--- src/rtl/riscv_multicycle_ctrl.sv ---
// riscv_multicycle_ctrl: multicycle RV32I control FSM driving datapath selects, ALUControl and a retire counter
module riscv_multicycle_ctrl #(
  parameter int CNT_W = 32
) (
  input  logic             clk_i,
  input  logic             reset_i,
  input  logic [6:0]       op_i,
  input  logic [2:0]       funct3_i,
  input  logic             funct7b5_i,
  input  logic             zero_i,
  output logic             pc_write_o,
  output logic             adr_src_o,
  output logic             mem_write_o,
  output logic             ir_write_o,
  output logic             reg_write_o,
  output logic [1:0]       result_src_o,
  output logic [1:0]       alu_src_a_o,
  output logic [1:0]       alu_src_b_o,
  output logic [1:0]       imm_src_o,
  output logic [2:0]       alu_control_o,
  output logic             illegal_o,
  output logic [3:0]       state_o,
  output logic [CNT_W-1:0] instr_ret_o
);
  localparam logic [3:0] S_FETCH    = 4'd0;
  localparam logic [3:0] S_DECODE   = 4'd1;
  localparam logic [3:0] S_MEMADR   = 4'd2;
  localparam logic [3:0] S_MEMREAD  = 4'd3;
  localparam logic [3:0] S_MEMWB    = 4'd4;
  localparam logic [3:0] S_MEMWRITE = 4'd5;
  localparam logic [3:0] S_EXECUTER = 4'd6;
  localparam logic [3:0] S_EXECUTEI = 4'd7;
  localparam logic [3:0] S_ALUWB    = 4'd8;
  localparam logic [3:0] S_BEQ      = 4'd9;
  localparam logic [3:0] S_JAL      = 4'd10;
  localparam logic [6:0] OP_LW  = 7'b0000011;
  localparam logic [6:0] OP_SW  = 7'b0100011;
  localparam logic [6:0] OP_R   = 7'b0110011;
  localparam logic [6:0] OP_I   = 7'b0010011;
  localparam logic [6:0] OP_BEQ = 7'b1100011;
  localparam logic [6:0] OP_JAL = 7'b1101111;
  logic [3:0]       state_q, state_d;
  logic [CNT_W-1:0] cnt_q, cnt_d;
  logic             pc_update, branch, mem_write, ir_write, reg_write, retire;
  logic [1:0]       alu_op;
  logic [2:0]       funct_ctrl;
  always_ff @(posedge clk_i or posedge reset_i) begin
    if (reset_i) begin
      state_q <= S_FETCH;
      cnt_q   <= '0;
    end else begin
      state_q <= state_d;
      cnt_q   <= cnt_d;
    end
  end
  always_comb begin
    state_d = S_FETCH;
    case (state_q)
      S_FETCH:    state_d = S_DECODE;
      S_DECODE:   state_d = (op_i == OP_LW || op_i == OP_SW) ? S_MEMADR :
                            (op_i == OP_R)   ? S_EXECUTER :
                            (op_i == OP_I)   ? S_EXECUTEI :
                            (op_i == OP_BEQ) ? S_BEQ :
                            (op_i == OP_JAL) ? S_JAL : S_FETCH;
      S_MEMADR:   state_d = op_i[5] ? S_MEMWRITE : S_MEMREAD;
      S_MEMREAD:  state_d = S_MEMWB;
      S_EXECUTER: state_d = S_ALUWB;
      S_EXECUTEI: state_d = S_ALUWB;
      S_JAL:      state_d = S_ALUWB;
      default:    state_d = S_FETCH;
    endcase
  end
  // alu_op: 00 add, 01 sub, 10 decode from funct fields
  always_comb begin
    pc_update    = 1'b0;
    branch       = 1'b0;
    adr_src_o    = 1'b0;
    mem_write    = 1'b0;
    ir_write     = 1'b0;
    reg_write    = 1'b0;
    result_src_o = 2'b00;
    alu_src_a_o  = 2'b00;
    alu_src_b_o  = 2'b00;
    alu_op       = 2'b00;
    case (state_q)
      S_FETCH: begin
        ir_write     = 1'b1;
        alu_src_b_o  = 2'b10;
        result_src_o = 2'b10;
        pc_update    = 1'b1;
      end
      S_DECODE: begin
        alu_src_a_o = 2'b01;
        alu_src_b_o = 2'b01;
      end
      S_MEMADR: begin
        alu_src_a_o = 2'b10;
        alu_src_b_o = 2'b01;
      end
      S_MEMREAD:  adr_src_o = 1'b1;
      S_MEMWB: begin
        result_src_o = 2'b01;
        reg_write    = 1'b1;
      end
      S_MEMWRITE: begin
        adr_src_o = 1'b1;
        mem_write = 1'b1;
      end
      S_EXECUTER: begin
        alu_src_a_o = 2'b10;
        alu_op      = 2'b10;
      end
      S_EXECUTEI: begin
        alu_src_a_o = 2'b10;
        alu_src_b_o = 2'b01;
        alu_op      = 2'b10;
      end
      S_ALUWB:    reg_write = 1'b1;
      S_BEQ: begin
        alu_src_a_o = 2'b10;
        alu_op      = 2'b01;
        branch      = 1'b1;
      end
      S_JAL: begin
        alu_src_a_o = 2'b01;
        alu_src_b_o = 2'b10;
        pc_update   = 1'b1;
      end
      default: ;
    endcase
  end
  always_comb begin
    funct_ctrl = (funct3_i == 3'b000) ? ((op_i[5] & funct7b5_i) ? 3'b001 : 3'b000) :
                 (funct3_i == 3'b010) ? 3'b101 :
                 (funct3_i == 3'b110) ? 3'b011 :
                 (funct3_i == 3'b111) ? 3'b010 : 3'b000;
    alu_control_o = (alu_op == 2'b10) ? funct_ctrl : (alu_op == 2'b01) ? 3'b001 : 3'b000;
    imm_src_o = (op_i == OP_SW)  ? 2'b01 :
                (op_i == OP_BEQ) ? 2'b10 :
                (op_i == OP_JAL) ? 2'b11 : 2'b00;
    illegal_o = (state_q == S_DECODE) && (state_d == S_FETCH);
    retire = (state_q == S_MEMWB) || (state_q == S_MEMWRITE) || (state_q == S_ALUWB) ||
             (state_q == S_BEQ);
    cnt_d = retire ? cnt_q + 1'b1 : cnt_q;
  end
  // write enables must stay quiet for the whole time reset is held
  assign pc_write_o  = ~reset_i & (pc_update | (branch & zero_i));
  assign mem_write_o = ~reset_i & mem_write;
  assign ir_write_o  = ~reset_i & ir_write;
  assign reg_write_o = ~reset_i & reg_write;
  assign state_o     = state_q;
  assign instr_ret_o = cnt_q;
endmodule

--- config.mk ---
export PLATFORM = sky130hd
export DESIGN_NAME = riscv_multicycle_ctrl
export DESIGN_NICKNAME = d
export VERILOG_FILES = /design/src/rtl/riscv_multicycle_ctrl.sv
export SDC_FILE = /design/constraint.sdc
export NUM_CORES = 1
export LEC_CHECK = 0
export ABC_AREA = 1
export BUFFER_PORTS_ARGS = -buffer_cell sky130_fd_sc_hd__buf_2
export CAP_MARGIN = 20
export CORE_ASPECT_RATIO = 0.9
export CORE_MARGIN = 3
export CORE_UTILIZATION = 36
export CTS_BUF_LIST = sky130_fd_sc_hd__clkbuf_2
export DETAILED_ROUTE_END_ITERATION = 7
export GPL_ROUTABILITY_DRIVEN = 1
export PLACE_DENSITY_LB_ADDON = 0.05
export SYNTH_ARGS = -nofsm -noshare
export SYNTH_HDL_FRONTEND = slang
export SYNTH_SLANG_ARGS = --single-unit
export TNS_END_PERCENT = 100
--- constraint.sdc ---
create_clock -name clk_i -period 4 [get_ports clk_i]
set_input_delay 0 -clock clk_i [delete_from_list [all_inputs] [get_ports clk_i]]
set_output_delay 0 -clock clk_i [all_outputs]
set_load 0.005 [all_outputs]
After elaboration in Yosys (flattened, before gate mapping)
Cells that the tools add are included.

operators by class
  mux-type cells = 27
  add/sub/neg operators = 1
  bitwise operators = 8
  reductions and logical operators = 16
  equal/unequal tests = 21

operator list
  kind                   number
  $add 32x1->32 const B  1
  $mux 4                 5
  $pmux 4 s5             1
  $eq 4x3->1 const B     4
  $pmux 2 s2             4
  $eq 7x6->1 const B     2
  $eq 7x7->1 const B     2
  $eq 4x4->1 const B     3
  $mux 3                 4
  $mux 2                 5
  $reduce_or 2->1        5
  $eq 4x2->1 const B     2
  $logic_not 4->1        2
  $mux 1                 8
  $eq 7x2->1 const B     1
  $eq 7x5->1 const B     1
  $and 1x1->1            6
  $eq 3x3->1 const B     2
  $reduce_or 3->1        2
  $eq 4x1->1 const B     1
  $logic_or 1x1->1       4
  $reduce_or 4->1        1
  $eq 3x2->1 const B     1
  $logic_not 3->1        1
  5 further kinds        5

storage, ports and cells
  input port bits = 14
  register bits after elaboration = 36

Depth between registers and ports, before layout
  word-level depth = 9
  gate-level depth with buffers = 10

Worst setup path before layout
OpenSTA, ideal clock, no wires.

  kind = flip-flop to flip-flop
  from = reg cnt_q[1] (netlist: instr_ret_o[1])
  to = reg cnt_q[18] (netlist: instr_ret_o[18])
  library setup time = 0.120 ns
  setup slack = 2.673 ns
  stages on the path, launching flop included = 9
  data arrival time = 1.207 ns
  cells stage by stage = dfrtp_1 -> ha_1 -> nand3_1 -> clkinv_1 -> nand2_2 -> nor2_4 -> nand2_2 -> o21ai_1 -> nand2_1

on the way
  cells in the longest elaborated chain, start to end = 1

RTL lines
  item                    RTL line  source
  start, declared         43        logic [CNT_W-1:0] cnt_q, cnt_d;
  start signal, assigned  53        cnt_q <= cnt_d;
  $add 32x1->32           144       cnt_d = retire ? cnt_q + 1'b1 : cnt_q;

Every way passes these cells.
A chain may end at the register's enable or synchronous reset.

Worst setup path after layout
  from = reg state_q[2] (netlist: state_o[2])
  to = reg state_q[2] (netlist: state_o[2])

on the way
  cells in the longest elaborated chain, start to end = 3
  elaborated cells between the ends (all ways) = 9
  classes of those cells = eq/ne: 6; mux: 1; reduce/logical: 2

RTL lines
  item                                      RTL line  source
  start, declared                           42        logic [3:0] state_q, state_d;
  start signal, assigned                    52        state_q <= state_d;
  $eq 4x4->1 or $eq 4x3->1 (tied branches)  58        case (state_q)
  $reduce_or 3->1 (no line)                 n/a
  $pmux 4 s5 *                              58
  via state_d[2]                            42

The timed path passes the listed nets; every way through them passes the cells marked *.

==> qor.txt <==
CTS Sinks = 36
Max Slew Vio Count = 0
Max Cap Viol = 0
Routed Antenna Nets = 0
Hold Slack = 0.04745 ns
Io pins = 67
Setup violations, final = 0
Post-synth EDFFs = 0
Comb pwr share = 0.251
Pwr Density = 272.1 nW/µm²
Gr ovfl total = 0
FFs w/ async S/R, synth = 1.000
Core Region = 5921 µm²
WP data required = 4.30 ns
Largest family of logic cells by synthesized area = simple AND/OR/NAND/NOR gates
Synth Area in XOR/XNOR = 0.07613
Tmin final = 2.514 ns
Worst-skew pair later-pin latency = 0.36 ns
Post-synthesis sequential area ratio = 0.3915
Switch Pwr = 0.2563 mW
Skew final = 0.02141 ns
Most frequent cells in the layout = nand2_1, buf_2, nor2_1, inv_1, dfrtp_1
Synthesized instance count = 312
Overall Power = 0.7641 mW
Internal cell power = 0.5078 mW
Post-Synth Simple-Gate Area = 0.4263
Global-route usage over all layers = 0.1610
CTS max path bufs = 2
Synth-to-layout area growth = 22.02%
Worst Path Max Fanout = 6
Most common cell after layout, fill and taps aside = nand2_1
Max-Slew Margin vs Limit = 0.5824
Die Span Y = 81.85 µm
Register area = 900.9 µm²
Clk pwr share = 0.211
Status = completed
Fin. Hold Viols = 0
Synth cell types = 30
Yosys reg bits = 36
Leak = 1.498 nW
Gpl congestion = 0.8317
Worst VDD drop = 217.1 µV
Mapped Area = 2301 µm²
Share of cells above drive strength 1 = 0.2571
TritonRoute pass-1 iters = 4
Max Clk Rate = 397.7 MHz
DP Wirelength = 4.670 mm
CTS tree = built
Crit path kind = register to register
Crit. Startpoint = state_o[2]
Worst Path Arrival = 2.81 ns
Clock transition at the registers of the reported paths = 0.16 ns
Final cycle utilization of the critical path = 0.6286
Routed vias = 2139
Hold WC Path Type = input port to register
H-Tree Depth = 2
DR vias/cell = 4.522
TritonCTS Buffers = 5
Fill count = 649
Routed WL per cell = 12.05 µm
Min-Delay Startpoint = op_i[5]
Synth warn = 0
Post-synthesis adder-cell area fraction = 0.005438
Final setup TNS = 0 ns
Setup Buffers After CTS = 0
Reg power frac = 0.538
Die W = 90.27 µm
Synth Area per Inst = 7.375 µm²
Port buffer count = 66
Crit end category = register
First-pass GRT wire length = 9.584 mm
Starting Density = 0.3886
RR Startpoint = state_o[2]
Startpoint class of the critical path = register
Vias in the first global route = 2031
Diodes inserted = 0
Post-synthesis compound-gate area fraction = 0.02882
Worst slew pin tran = 0.6257 ns
Number of remaining DRC errors = 0
RSZ-0062 raised after global routing = false
DP Area = 2733 µm²
Initial antenna violation count = 0
Syn nets = 327
Largest net degree at the start of global routing = 23
Iter 0 DRT Violations = 107
Sw frac = 0.3354
Die ar. = 7388 µm²
Row count = 26
Multi-input gate area = 1235 µm²
Mux cell area share after synthesis = 0
Final nets = 404
Post-Route WL = 5.698 mm
Root buffer cell = clkbuf_2
Predominant post-synthesis flop cell = dfrtp_1
Final Cell Area = 2808 µm²
==> per-stage QoR <==
step / util / setup slack, ns / std cells
after detailed placement: 0.4615 / 2.516 / 462
after global placement: 0.4615 / 2.514 / 462
after CTS: 0.4742 / 1.478 / 473
final: 0.4742 / 1.486 / 473
after floorplan: - / 2.673 / 312
after global routing: 0.4742 / 1.311 / 473
==> synthesized netlist by cell type, types with 5 or more instances <==
| cell type | number | area share |
|---|---|---|
| inv_1 | 38 | 0.062 |
| nor2_2 | 6 | 0.016 |
| nand4_1 | 12 | 0.033 |
| nand2_2 | 5 | 0.014 |
| nand2_1 | 89 | 0.15 |
| nand3_1 | 23 | 0.050 |
| xor2_1 | 9 | 0.034 |
| nor2_1 | 45 | 0.073 |
| dfrtp_1 | 36 | 0.39 |
| xnor2_1 | 11 | 0.042 |
| nor2_4 | 6 | 0.029 |
| nor3_1 | 5 | 0.011 |
| a21oi_1 | 6 | 0.013 |
==> final cells by class <==
class                           count  share of cell area
Clock buffer                        6             0.01070
Clock inverter                      1            0.001783
Inverter                           41             0.05481
Multi-Input combinational cell    234              0.4398
Sequential cell                    36              0.3209
Tap cell                           84             0.03743
Timing Repair Buffer               71              0.1346
==> power groups by stage <==
| stage | Sequential, mW | Combinational [mW] | Clock (mW) |
|---|---|---|---|
| 5_1_grt | 0.417 | 0.221 | 0.181 |
| 3_3_place_gp | 0.418 | 0.195 | 0 |
| 4_1_cts | 0.412 | 0.198 | 0.167 |
| 2_1_floorplan | 0.416 | 0.110 | 0 |
| 6_report | 0.411 | 0.192 | 0.161 |
| 3_5_place_dp | 0.418 | 0.194 | 0 |
==> routing by layer <==
metal  share of wire  GRT usage
met1            0.50     0.2189
met2            0.44     0.2647
met3           0.044    0.03480
met4          0.0067    0.03823
met5               0          0
==> path summary, 6_finish.rpt <==
| path | to | depth (start not counted) | slack (ns) |
|---|---|---|---|
| worst max-delay path | state_o[2] | 7 | 1.49 |
| worst min-delay path | state_o[1] | 3 | 0.05 |
| worst max register to register | state_o[2] | 7 | 1.49 |
| worst min register to register | instr_ret_o[4] | 1 | 0.51 |
| max in group asynchronous | instr_ret_o[10] | 4 | 2.99 |
| min in group asynchronous | instr_ret_o[19] | 3 | 0.27 |
==> worst max-delay path: stages, from the launching register on <==
cell and delay (ns):
dfrtp_1 0.46, nor2_1 0.35, nand2_1 0.19, nor2_1 0.20, nand3_1 0.09, dlygate4sd3_1 0.56, nand3_1 0.07, dlygate4sd3_1 0.54
==> cells by family (layout without fill, tap and decap cells) <==
family / count (synthesis) / in the layout
buffers and inverters: 42 / 119
DFF: 36 / 36
AOI/OAI and AO/OA: 12 / 12
xor gates and xnor gates: 20 / 20
and+or+nand+nor: 201 / 201
adders and majority gates: 1 / 1
==> flip-flops by register name (all words and copies together) (netlist names) <==
name	count
instr_ret_o	32
state_o	4
==> timing repair <==
item / 4_1_cts / 5_1_grt
endpoints found under the hold margin: 16 / 0
setup endpoints to repair: 0 / 0
gates resized for setup: 0 / 0
hold buffers: 4 / 0
Note: power is estimated with default switching activity, not from simulation.
